**config.mk**
```make
export PLATFORM = sky130hd
export DESIGN_NAME = text_console_flat
export DESIGN_NICKNAME = d
export VERILOG_FILES = /design/src/rtl/text_console_pkg.sv /design/src/rtl/text_console_if.sv /design/src/rtl/text_console_cursor_addr.sv /design/src/rtl/text_console.sv /design/src/flat_wrapper.sv
export SDC_FILE = /design/constraint.sdc
export NUM_CORES = 1
export LEC_CHECK = 0
export CORE_MARGIN = 4
export CORE_UTILIZATION = 50
export DETAILED_ROUTE_END_ITERATION = 6
export DONT_BUFFER_PORTS = 1
export PLACE_DENSITY = 0.68
export REMOVE_ABC_BUFFERS = 1
export SLEW_MARGIN = 40
export SYNTH_ARGS = -nofsm -noshare
export SYNTH_HDL_FRONTEND = slang
export SYNTH_SLANG_ARGS = --single-unit
```
**constraint.sdc**
```tcl
create_clock -name clk -period 2.65 [get_ports clk]
set_input_delay 0.1325 -clock clk [delete_from_list [all_inputs] [get_ports clk]]
set_output_delay 0.1325 -clock clk [all_outputs]
set_load 0.01 [all_outputs]
```
**src/rtl/text_console_pkg.sv**
```systemverilog
// Shared definitions for the text console writer: control codes, FSM states,
// cursor operations and the default fill character.
package text_console_pkg;

    localparam logic [7:0] CH_BS  = 8'h08;
    localparam logic [7:0] CH_LF  = 8'h0A;
    localparam logic [7:0] CH_FF  = 8'h0C;
    localparam logic [7:0] CH_CR  = 8'h0D;
    localparam logic [7:0] CH_ESC = 8'h1B;

    localparam logic [7:0] BLANK_DEFAULT = 8'h20;

    typedef enum logic [2:0] {
        ST_IDLE,
        ST_ESC_COL,
        ST_ESC_ROW,
        ST_CLR_ROW,
        ST_CLR_ALL
    } state_t;

    typedef enum logic [2:0] {
        CUR_NONE,
        CUR_INC,
        CUR_DEC,
        CUR_NEWLINE,
        CUR_CR,
        CUR_SET,
        CUR_HOME
    } cur_op_t;

    function automatic logic is_printable(input logic [7:0] b);
        return (b >= 8'h20) && (b <= 8'h7E);
    endfunction

endpackage

```
**src/rtl/text_console_if.sv**
```systemverilog
// Byte-stream input handshake plus text-RAM write port of the console.
interface text_console_if;
    logic        in_valid;
    logic [7:0]  in_data;
    logic        in_ready;
    logic [12:0] ram_waddr;
    logic [7:0]  ram_wdata;
    logic        ram_wren;

    // Byte source / RAM observer side.
    modport master (
        output in_valid, in_data,
        input  in_ready, ram_waddr, ram_wdata, ram_wren
    );

    // Console side.
    modport slave (
        input  in_valid, in_data,
        output in_ready, ram_waddr, ram_wdata, ram_wren
    );
endinterface

```
**src/rtl/text_console_cursor_addr.sv**
```systemverilog
// Cursor column/row plus the matching linear text-RAM address. The row base
// advances by NUM_COLS per newline so no multiplier sits on the common path.
module text_console_cursor_addr
    import text_console_pkg::*;
#(
    parameter int NUM_COLS = 40,
    parameter int NUM_ROWS = 15
) (
    input  logic        clk,
    input  logic        rst_n,
    input  cur_op_t     op,
    input  logic [5:0]  set_col,
    input  logic [3:0]  set_row,
    output logic [5:0]  col,
    output logic [3:0]  row,
    output logic [12:0] addr,
    output logic [12:0] next_base,
    output logic        last_col
);
    logic [12:0] base;
    logic        last_row;

    assign addr      = base + 13'(col);
    assign last_col  = (col == 6'(NUM_COLS - 1));
    assign last_row  = (row == 4'(NUM_ROWS - 1));
    assign next_base = last_row ? 13'd0 : base + 13'(NUM_COLS);

    // Apply one cursor operation per cycle; rows wrap, the screen never scrolls.
    always_ff @(posedge clk or negedge rst_n) begin
        if (!rst_n) begin
            col  <= '0;
            row  <= '0;
            base <= '0;
        end else begin
            case (op)
                CUR_INC: begin
                    if (last_col) begin
                        col  <= '0;
                        row  <= last_row ? 4'd0 : row + 4'd1;
                        base <= next_base;
                    end else begin
                        col <= col + 6'd1;
                    end
                end
                CUR_DEC: col <= col - 6'd1;
                CUR_NEWLINE: begin
                    col  <= '0;
                    row  <= last_row ? 4'd0 : row + 4'd1;
                    base <= next_base;
                end
                CUR_CR: col <= '0;
                CUR_SET: begin
                    col  <= set_col;
                    row  <= set_row;
                    base <= 13'(set_row) * 13'(NUM_COLS);
                end
                CUR_HOME: begin
                    col  <= '0;
                    row  <= '0;
                    base <= '0;
                end
                default: ;
            endcase
        end
    end
endmodule

```
**src/rtl/text_console.sv**
```systemverilog
// Console writer: decodes a byte stream into text-RAM writes, tracks the
// cursor and runs row / full-screen clear bursts.
module text_console
    import text_console_pkg::*;
#(
    parameter int         NUM_COLS       = 40,
    parameter int         NUM_ROWS       = 15,
    parameter logic [7:0] BLANK          = BLANK_DEFAULT,
    parameter bit         CLEAR_ON_RESET = 1'b1
) (
    input  logic         clk,
    input  logic         rst_n,
    text_console_if.slave bus,
    output logic [5:0]   cursor_col,
    output logic [3:0]   cursor_row,
    output logic         busy
);
    localparam int NUM_CELLS = NUM_COLS * NUM_ROWS;

    state_t      state, state_nx;
    logic        started;
    cur_op_t     cur_op;
    logic        accept, in_clear;
    logic        wr_nx;
    logic [12:0] waddr_nx;
    logic [7:0]  wdata_nx;
    logic        clr_start_row, clr_start_all;
    logic [12:0] clr_addr;
    logic [9:0]  clr_rem;
    logic [5:0]  esc_col, col_clamp;
    logic [3:0]  row_clamp;
    logic [12:0] cur_addr, next_base;
    logic        last_col;

    assign accept    = bus.in_valid && bus.in_ready;
    assign in_clear  = (state == ST_CLR_ROW) || (state == ST_CLR_ALL);
    assign col_clamp = (bus.in_data >= 8'(NUM_COLS)) ? 6'(NUM_COLS - 1) : bus.in_data[5:0];
    assign row_clamp = (bus.in_data >= 8'(NUM_ROWS)) ? 4'(NUM_ROWS - 1) : bus.in_data[3:0];

    text_console_cursor_addr #(.NUM_COLS(NUM_COLS), .NUM_ROWS(NUM_ROWS)) u_cursor (
        .clk       (clk),
        .rst_n     (rst_n),
        .op        (cur_op),
        .set_col   (esc_col),
        .set_row   (row_clamp),
        .col       (cursor_col),
        .row       (cursor_row),
        .addr      (cur_addr),
        .next_base (next_base),
        .last_col  (last_col)
    );

    // State register; 'started' holds everything idle for the first edge after reset.
    always_ff @(posedge clk or negedge rst_n) begin
        if (!rst_n) begin
            state   <= ST_IDLE;
            started <= 1'b0;
        end else begin
            state   <= state_nx;
            started <= 1'b1;
        end
    end

    // Next state, cursor operation and the next write-port value.
    always_comb begin
        state_nx      = state;
        cur_op        = CUR_NONE;
        wr_nx         = 1'b0;
        waddr_nx      = cur_addr;
        wdata_nx      = bus.in_data;
        clr_start_row = 1'b0;
        clr_start_all = 1'b0;
        if (!started) begin
            if (CLEAR_ON_RESET) begin
                state_nx      = ST_CLR_ALL;
                clr_start_all = 1'b1;
                wr_nx         = 1'b1;
                waddr_nx      = '0;
                wdata_nx      = BLANK;
            end
        end else begin
            case (state)
                ST_IDLE: if (accept) begin
                    if (is_printable(bus.in_data)) begin
                        wr_nx  = 1'b1;
                        cur_op = CUR_INC;
                        if (last_col) begin
                            state_nx      = ST_CLR_ROW;
                            clr_start_row = 1'b1;
                        end
                    end else begin
                        case (bus.in_data)
                            CH_LF: begin
                                cur_op        = CUR_NEWLINE;
                                state_nx      = ST_CLR_ROW;
                                clr_start_row = 1'b1;
                            end
                            CH_CR: cur_op = CUR_CR;
                            CH_BS: if (cursor_col != 6'd0) begin
                                cur_op   = CUR_DEC;
                                wr_nx    = 1'b1;
                                waddr_nx = cur_addr - 13'd1;
                                wdata_nx = BLANK;
                            end
                            CH_FF: begin
                                cur_op        = CUR_HOME;
                                state_nx      = ST_CLR_ALL;
                                clr_start_all = 1'b1;
                                wr_nx         = 1'b1;
                                waddr_nx      = '0;
                                wdata_nx      = BLANK;
                            end
                            CH_ESC: state_nx = ST_ESC_COL;
                            default: ;
                        endcase
                    end
                end
                ST_ESC_COL: if (accept) state_nx = ST_ESC_ROW;
                ST_ESC_ROW: if (accept) begin
                    cur_op   = CUR_SET;
                    state_nx = ST_IDLE;
                end
                ST_CLR_ROW, ST_CLR_ALL: begin
                    if (clr_rem != 10'd0) begin
                        wr_nx    = 1'b1;
                        waddr_nx = clr_addr;
                        wdata_nx = BLANK;
                    end else begin
                        state_nx = ST_IDLE;
                    end
                end
                default: state_nx = ST_IDLE;
            endcase
        end
    end

    // Handshake and status outputs follow the state directly.
    always_comb begin
        bus.in_ready = started && ((state == ST_IDLE) || (state == ST_ESC_COL) ||
                                   (state == ST_ESC_ROW));
        busy         = in_clear;
    end

    // Registered write port, clear-burst down-counter and ESC column latch.
    always_ff @(posedge clk or negedge rst_n) begin
        if (!rst_n) begin
            bus.ram_wren  <= 1'b0;
            bus.ram_waddr <= '0;
            bus.ram_wdata <= '0;
            clr_addr      <= '0;
            clr_rem       <= '0;
            esc_col       <= '0;
        end else begin
            bus.ram_wren  <= wr_nx;
            bus.ram_waddr <= waddr_nx;
            bus.ram_wdata <= wdata_nx;
            // A full clear issues cell 0 on its entry edge; a row clear starts one edge later.
            if (clr_start_all) begin
                clr_addr <= 13'd1;
                clr_rem  <= 10'(NUM_CELLS - 1);
            end else if (clr_start_row) begin
                clr_addr <= next_base;
                clr_rem  <= 10'(NUM_COLS);
            end else if (in_clear && clr_rem != 10'd0) begin
                clr_addr <= clr_addr + 13'd1;
                clr_rem  <= clr_rem - 10'd1;
            end
            if (started && state == ST_ESC_COL && accept) begin
                esc_col <= col_clamp;
            end
        end
    end
endmodule

```
**src/flat_wrapper.sv**
```systemverilog
// flat-port wrapper written by rule: the top's interface ports become plain ports
module text_console_flat import text_console_pkg::*;
#(
    parameter int         NUM_COLS       = 40,
    parameter int         NUM_ROWS       = 15,
    parameter logic [7:0] BLANK          = BLANK_DEFAULT,
    parameter bit         CLEAR_ON_RESET = 1'b1
)
  (clk, rst_n, cursor_col, cursor_row, busy, bus_in_valid, bus_in_data, bus_in_ready, bus_ram_waddr, bus_ram_wdata, bus_ram_wren);
  text_console_if bus_i ();
  input  logic clk;
  input  logic rst_n;
  output logic [5:0] cursor_col;
  output logic [3:0] cursor_row;
  output logic busy;
  input wire logic [$bits(bus_i.in_valid)-1:0] bus_in_valid;
  input wire logic [$bits(bus_i.in_data)-1:0] bus_in_data;
  output wire logic [$bits(bus_i.in_ready)-1:0] bus_in_ready;
  output wire logic [$bits(bus_i.ram_waddr)-1:0] bus_ram_waddr;
  output wire logic [$bits(bus_i.ram_wdata)-1:0] bus_ram_wdata;
  output wire logic [$bits(bus_i.ram_wren)-1:0] bus_ram_wren;
  assign bus_i.in_valid = bus_in_valid;
  assign bus_i.in_data = bus_in_data;
  assign bus_in_ready = bus_i.in_ready;
  assign bus_ram_waddr = bus_i.ram_waddr;
  assign bus_ram_wdata = bus_i.ram_wdata;
  assign bus_ram_wren = bus_i.ram_wren;
  text_console #(.NUM_COLS(NUM_COLS), .NUM_ROWS(NUM_ROWS), .BLANK(BLANK), .CLEAR_ON_RESET(CLEAR_ON_RESET)) u_core (.clk(clk), .rst_n(rst_n), .bus(bus_i), .cursor_col(cursor_col), .cursor_row(cursor_row), .busy(busy));
endmodule
```
* Yosys cells after proc, flatten, opt, wreduce, memory -nomap -nowiden
Index checks and enable logic that the tools add are counted.
** Word-level totals
- Register bits :: 78
- Input bits :: 11
- Output and inout port bits :: 34
- Logic and storage cells :: 131
** Operators by class
- Add/sub/neg operators :: 8
- Multiply operators :: 1
- Order comparisons :: 4
- Eq/ne operators :: 24
- Muxes and demuxes :: 64
- Reduce and logical (&&, ||, !) cells :: 19
** Operators by type and width (count)
- 13-bit 2-to-1 mux :: 10
- 13-bit one-hot mux with 2 select lines :: 2
- 13-bit one-hot mux with 4 select lines :: 1
- 8-bit 2-to-1 mux :: 5
- 3-bit 2-to-1 mux :: 11
- 8-bit by 4-bit == test with 1-bit output, second input constant :: 4
- 8-bit one-hot mux with 2 select lines :: 2
- 10-bit 2-to-1 mux :: 3
- 3-bit one-hot mux with 4 select lines :: 2
- 6-bit one-hot mux with 4 select lines :: 1
- 8-bit by 6-bit greater-or-equal comparator with 1-bit output, second input constant :: 2
- 1-bit 2-to-1 mux :: 16
- 4-bit one-hot mux with 4 select lines :: 1
- 13-bit by 1-bit adder with 13-bit output, second input constant :: 1
- 13-bit by 6-bit adder with 13-bit output :: 1
- 13-bit by 6-bit adder with 13-bit output, second input constant :: 1
- 13-bit by 1-bit subtractor with 13-bit output, second input constant :: 1
- 3-bit by 2-bit == test with 1-bit output, second input constant :: 4
- 3-bit == test, second input constant :: 4
- 4-bit 2-to-1 mux :: 3
- 6-bit 2-to-1 mux :: 2
- 3-bit != test, second input constant :: 4
- 10-bit nonzero test :: 1
- 10-bit by 1-bit subtractor with 10-bit output, second input constant :: 1
- other kinds (27) :: 37

* Logic depth before layout (Yosys ltp)
- Depth after elaboration :: 11
- Mapped depth :: 11
- Mapped depth without buffers :: 10

* By module
Synthesis repeated with hierarchy kept, for this count alone.
** Unflattened totals
- Cell total of the unflattened synthesis :: 667
- Area total of the unflattened synthesis :: 5750.5 sq um
** Modules (own cells, without submodules)
- text_console :: instances 1, cells each 387, area an instance 3539.6 sq um
- text_console_cursor_addr :: instances 1, cells each 280, area an instance 2210.9 sq um

* Least setup slack after synthesis
No wires, ideal clock.
- Path type :: reg-to-reg
- Start point :: register u_core.u_cursor.col[0]
- End point :: register u_core.bus.ram_waddr[8]
- Setup time :: 0.126 ns
- Data arrival time :: 2.784 ns
- Path slack :: -0.260 ns
- Stages on the path, launching flop included :: 10
- Path buffers :: 0
- Clock period less this slack :: 2.910 ns
- Cells stage by stage :: dfrtp_1 -> ha_1 -> fa_1 -> a211oi_1 -> o21ba_2 -> o22ai_1 -> or4_4 -> or3_1 -> nand3_1 -> a31oi_1
** Between the ends
- Longest elaborated chain between the ends :: 8
- Elaborated cells between the ends (all ways) :: 10
** Ends and longest elaborated chain
- from (decl) :: line text_console_cursor_addr.sv:14 : output logic [5:0] col,
- from (signal assigned) :: line text_console_cursor_addr.sv:42 : col <= col + 6'd1;
- from (signal assigned) :: line text_console_cursor_addr.sv:45 : CUR_DEC: col <= col - 6'd1;
- from (signal assigned) :: line text_console_cursor_addr.sv:53 : col <= set_col;
- 13-bit by 6-bit adder with 13-bit output :: line text_console_cursor_addr.sv:23 : assign addr = base + 13'(col);
- 13-bit by 1-bit subtractor with 13-bit output :: line text_console.sv:102 : waddr_nx = cur_addr - 13'd1;
- 13-bit 2-to-1 mux :: line text_console.sv:99 : CH_BS: if (cursor_col != 6'd0) begin
- 13-bit one-hot mux with 2 select lines :: line text_console.sv:92 : case (bus.in_data)
- 13-bit 2-to-1 mux :: line text_console.sv:84 : if (is_printable(bus.in_data)) begin
- 13-bit 2-to-1 mux :: line text_console.sv:83 : ST_IDLE: if (accept) begin
- 13-bit one-hot mux with 2 select lines * :: line text_console.sv:82 : case (state)
- 13-bit 2-to-1 mux * :: line text_console.sv:73 : if (!started) begin
- named net u_core.waddr_nx[8] :: line text_console.sv:25 : logic [12:0] waddr_nx;
- to (signal assigned) :: line text_console.sv:155 : bus.ram_waddr <= waddr_nx;
- to (decl) :: line text_console_if.sv:19 : output in_ready, ram_waddr, ram_wdata, ram_wren
Mark *: on every way through the listed nets, which the timed path passes. The rest lies on a longest branch.
A chain may end at the register's enable or synchronous reset.

* Worst setup path in the final report
- Start point :: register u_core.u_cursor.col[1]
- End point :: register u_core.bus.ram_waddr[12]
Same word-level chain as after synthesis.

==> reports/metrics.cfg <==
[run_status]
outcome = finished with violations
violations = negative setup slack

[synth]
synth_top_family_by_area = simple AND/OR/NAND/NOR gates
yosys.area.top_type_share_pct = 35.4
ys_types = 85
synth_common_cells = 78 x dfrtp_1, 64 x nor2_1, 62 x o21ai_0
synth-simple-area-share_pct = 26.8
synth-xor-area-share_pct = 3.34
synth_top_cell_by_area = dfrtp_1
synth_cells = 659
synth_compound_area_share_pct = 25.1
synth_edf_count = 0
ys.flop_type = dfrtp_1
synth_area_um2 = 5510
async_reset_ff_share_pct = 100
ys_ff_latch = 78
synth_warnings = 0
yosys.cell_count.top_type = dfrtp_1
avgSynthCellArea_um2 = 8.37
synthTopCellsByArea = dfrtp_1 35%, o21ai_0 5.6%, a21oi_1 4.4%
synth_fa_ha_area_share_pct = 4.36
synth_seq_area_share_pct = 35.4
synthMuxAreaShare_pct = 0.409

[floorplan]
die_x_um = 113
rows = 38
die_area_um2 = 12800
io_pins = 45
die_y_um = 113
start_util_pct = 51.1
core_um2 = 10800

[worst_setup_path]
rr_worst_depth = 11
worstPathRequired_ns = 2.91
r2r_start = u_core.u_cursor.col[1]
crit_fanout = 4
critPathKind = flip-flop to flip-flop
setup.worst_path.end_class = flip-flop
cp_data_arrival_time_ns = 3.05
critPathLaunch = u_core.u_cursor.col[1]
startpoint_type = flip-flop

[layout]
nNetsFinal = 770
nFillCells = 921
antenna_cells = 0
design_area_um2 = 6950
areaGrowthSynthToFinish_pct = 26.0
drive_above_1_share_pct = 25.1

[place]
hpwl_um = 13100
gp_congestion = 0.922
pre_cts_slack_ns = -0.234
port_buffers = 0
place_area_um2 = 6100

[route]
antenna_left = 0
drc = 0
vias_per_cell = 6.35
drt_iter0_markers = 642
wl_um = 18200
dr.pass1.iters = 5
vias = 5622
wl_per_cell_um = 20.6

[grt]
antenna_found_initial = 0
gr-total-overflow = 0
grt_usage_pct = 28.4
grt_max_degree = 79
grt_pass1_vias = 5462
grt_pass1_wl_um = 28800

[timing]
maxSlewViolCount = 0
fin_crit_ns = 2.80
rsz0062_at_grt = yes
layout_setup_ws_ns = -0.146
relSlewSlack_pct = 51.6
hold_viol = 0
tightest_slew_ns = 0.723
fin_crit_sh_pct = 106
max_clock_freq_mhz = 358
finClkSkew_ns = 0.00559
setup_violations = 24

[pwr]
intPower_mw = 3.83
peakVddDrop_mv = 0.629
power.share.sequential_pct = 27.4
p_comb_share_pct = 59.5
swShare_pct = 46.0
power.switching_mw = 3.26
power_density_nw_per_um2 = 1020
power_leakage_nw = 2.86
p_clk_share_pct = 13.2

[clocking]
cts_root_buffer = clkbuf_8
numCtsBuffers = 9
clkSlewWorstSetupHoldPaths_ns = 0.09
insertion_delay_ns = 0.37
clock_sinks = 78
htreeDepth = 3
cts_max_path_buffers = 2
cts_tree = done

[min_path]
min_from = bus_in_valid
hp-class = input port to flip-flop
whs_path_depth = 2

[job]
maxCapViolations = 0

## metrics by stage
| step | std cells | hold slack (ns) | utilization (%) | TNS (ns) | total power, mW |
|---|---|---|---|---|---|
| CTS | 869 | 0.0138 | 60.7 | -0.189 | 6.49 |
| finish | 886 | 0.0295 | 64.4 | -1.03 | 7.08 |
| detailed placement | 839 | -0.161 | 56.6 | -2.17 | 5.40 |
| global route | 886 | 0.0445 | 64.4 | -3.87 | 7.57 |
| floorplan | 625 | -0.163 | - | -28.29 | 3.95 |
| global placement | 839 | -0.161 | 56.6 | -1.14 | 5.34 |
## final cells by class
| class | count | area [µm²] | area share [%] |
|---|---|---|---|
| well taps | 140 | 175 | 2.52 |
| repair buffers | 104 | 885 | 12.7 |
| inverters | 21 | 81.3 | 1.17 |
| flip-flops and latches | 78 | 1950 | 28.1 |
| clock buffers | 9 | 124 | 1.78 |
| multi-input cells | 527 | 3660 | 52.6 |
| clock inverters | 7 | 73.8 | 1.06 |
## placed cells by master, fill, tap and decap left out, types with 6 or more instances in the layout
| cell type | synthesis | final |
|---|---|---|
| ha_1 | 16 | 12 |
| nand2_1 | 53 | 52 |
| o21a_1 | 8 | 8 |
| xnor2_1 | 14 | 9 |
| dlygate4sd3_1 | 0 | 10 |
| and3_1 | 16 | 16 |
| a21oi_1 | 48 | 47 |
| o211ai_1 | 6 | 6 |
| xor2_1 | 7 | 6 |
| nand2b_1 | 6 | 6 |
| nand3_1 | 24 | 24 |
| buf_4 | 0 | 82 |
| o21ai_1 | 3 | 9 |
| or3_1 | 12 | 11 |
| nor3b_1 | 11 | 10 |
| o21ai_0 | 62 | 54 |
| and2_1 | 9 | 9 |
| buf_6 | 4 | 9 |
| nor3_1 | 25 | 20 |
| clkbuf_8 | 0 | 9 |
| dfrtp_1 | 78 | 77 |
| a31oi_1 | 14 | 14 |
| inv_1 | 21 | 19 |
| nor2_1 | 64 | 59 |
## critical path, stage by stage (launching register included)
cell and delay (ns):
dfrtp_2 0.45, buf_6 0.13, fa_2 0.38, a211oi_2 0.26, buf_4 0.17, o31a_1 0.17, buf_6 0.14, nor2_4 0.04
xnor2_2 0.15, and4b_1 0.32, nand4b_1 0.12, a221o_1 0.33
## cells by family after synthesis
| family | count (synthesis) |
|---|---|
| AOI/OAI and AO/OA | 211 |
| xor gates and xnor gates | 21 |
| adders and majority gates | 18 |
| buffers and inverters | 55 |
| DFF | 78 |
| muxes | 2 |
| other | 1 |
| and+or+nand+nor | 273 |
## power groups by stage
stage / clock (mW) / sequential [mW] / combinational [mW]
2_1_floorplan: 0 / 1.93 / 2.02
3_3_place_gp: 0 / 1.93 / 3.41
3_5_place_dp: 0 / 1.95 / 3.45
4_1_cts: 0.945 / 1.93 / 3.61
5_1_grt: 1.00 / 1.98 / 4.58
6_report: 0.932 / 1.94 / 4.21
## sequential cells by signal (all words and copies together) (netlist names)
| register | count |
|---|---|
| u_core.bus.ram_waddr | 13 |
| u_core.clr_addr | 13 |
| u_core.u_cursor.base | 13 |
| u_core.clr_rem | 10 |
| u_core.bus.ram_wdata | 8 |
| u_core.esc_col | 6 |
| u_core.u_cursor.col | 6 |
| u_core.u_cursor.row | 4 |
| u_core.state | 3 |
| u_core.bus.ram_wren | 1 |
| u_core.started | 1 |
## worst paths after layout
check	endpoint	slack, ns
setup / recovery	u_core.bus.ram_waddr[12]	-0.15
hold / removal	u_core.esc_col[5]	0.03
setup reg to reg	u_core.bus.ram_waddr[12]	-0.15
hold reg to reg	u_core.clr_rem[7]	0.51
max in group asynchronous	u_core.u_cursor.col[1]	1.98
min in group asynchronous	u_core.bus.ram_wdata[6]	0.31
## routing by layer
layer,share of wire (%),GRT usage [%]
met1,44,39.7
met5,0,0
met3,7.7,4.87
met4,2.9,10.3
met2,46,44.4
## timing repair
item	CTS	global route
buffers inserted	2	15
pin swaps	17	34
hold buffers	11	0
resized for setup	20	66
cloned	1	2
endpoints found under the hold margin	91	0
setup endpoints to repair	21	64
No activity file was read; power rests on OpenSTA's default activity.
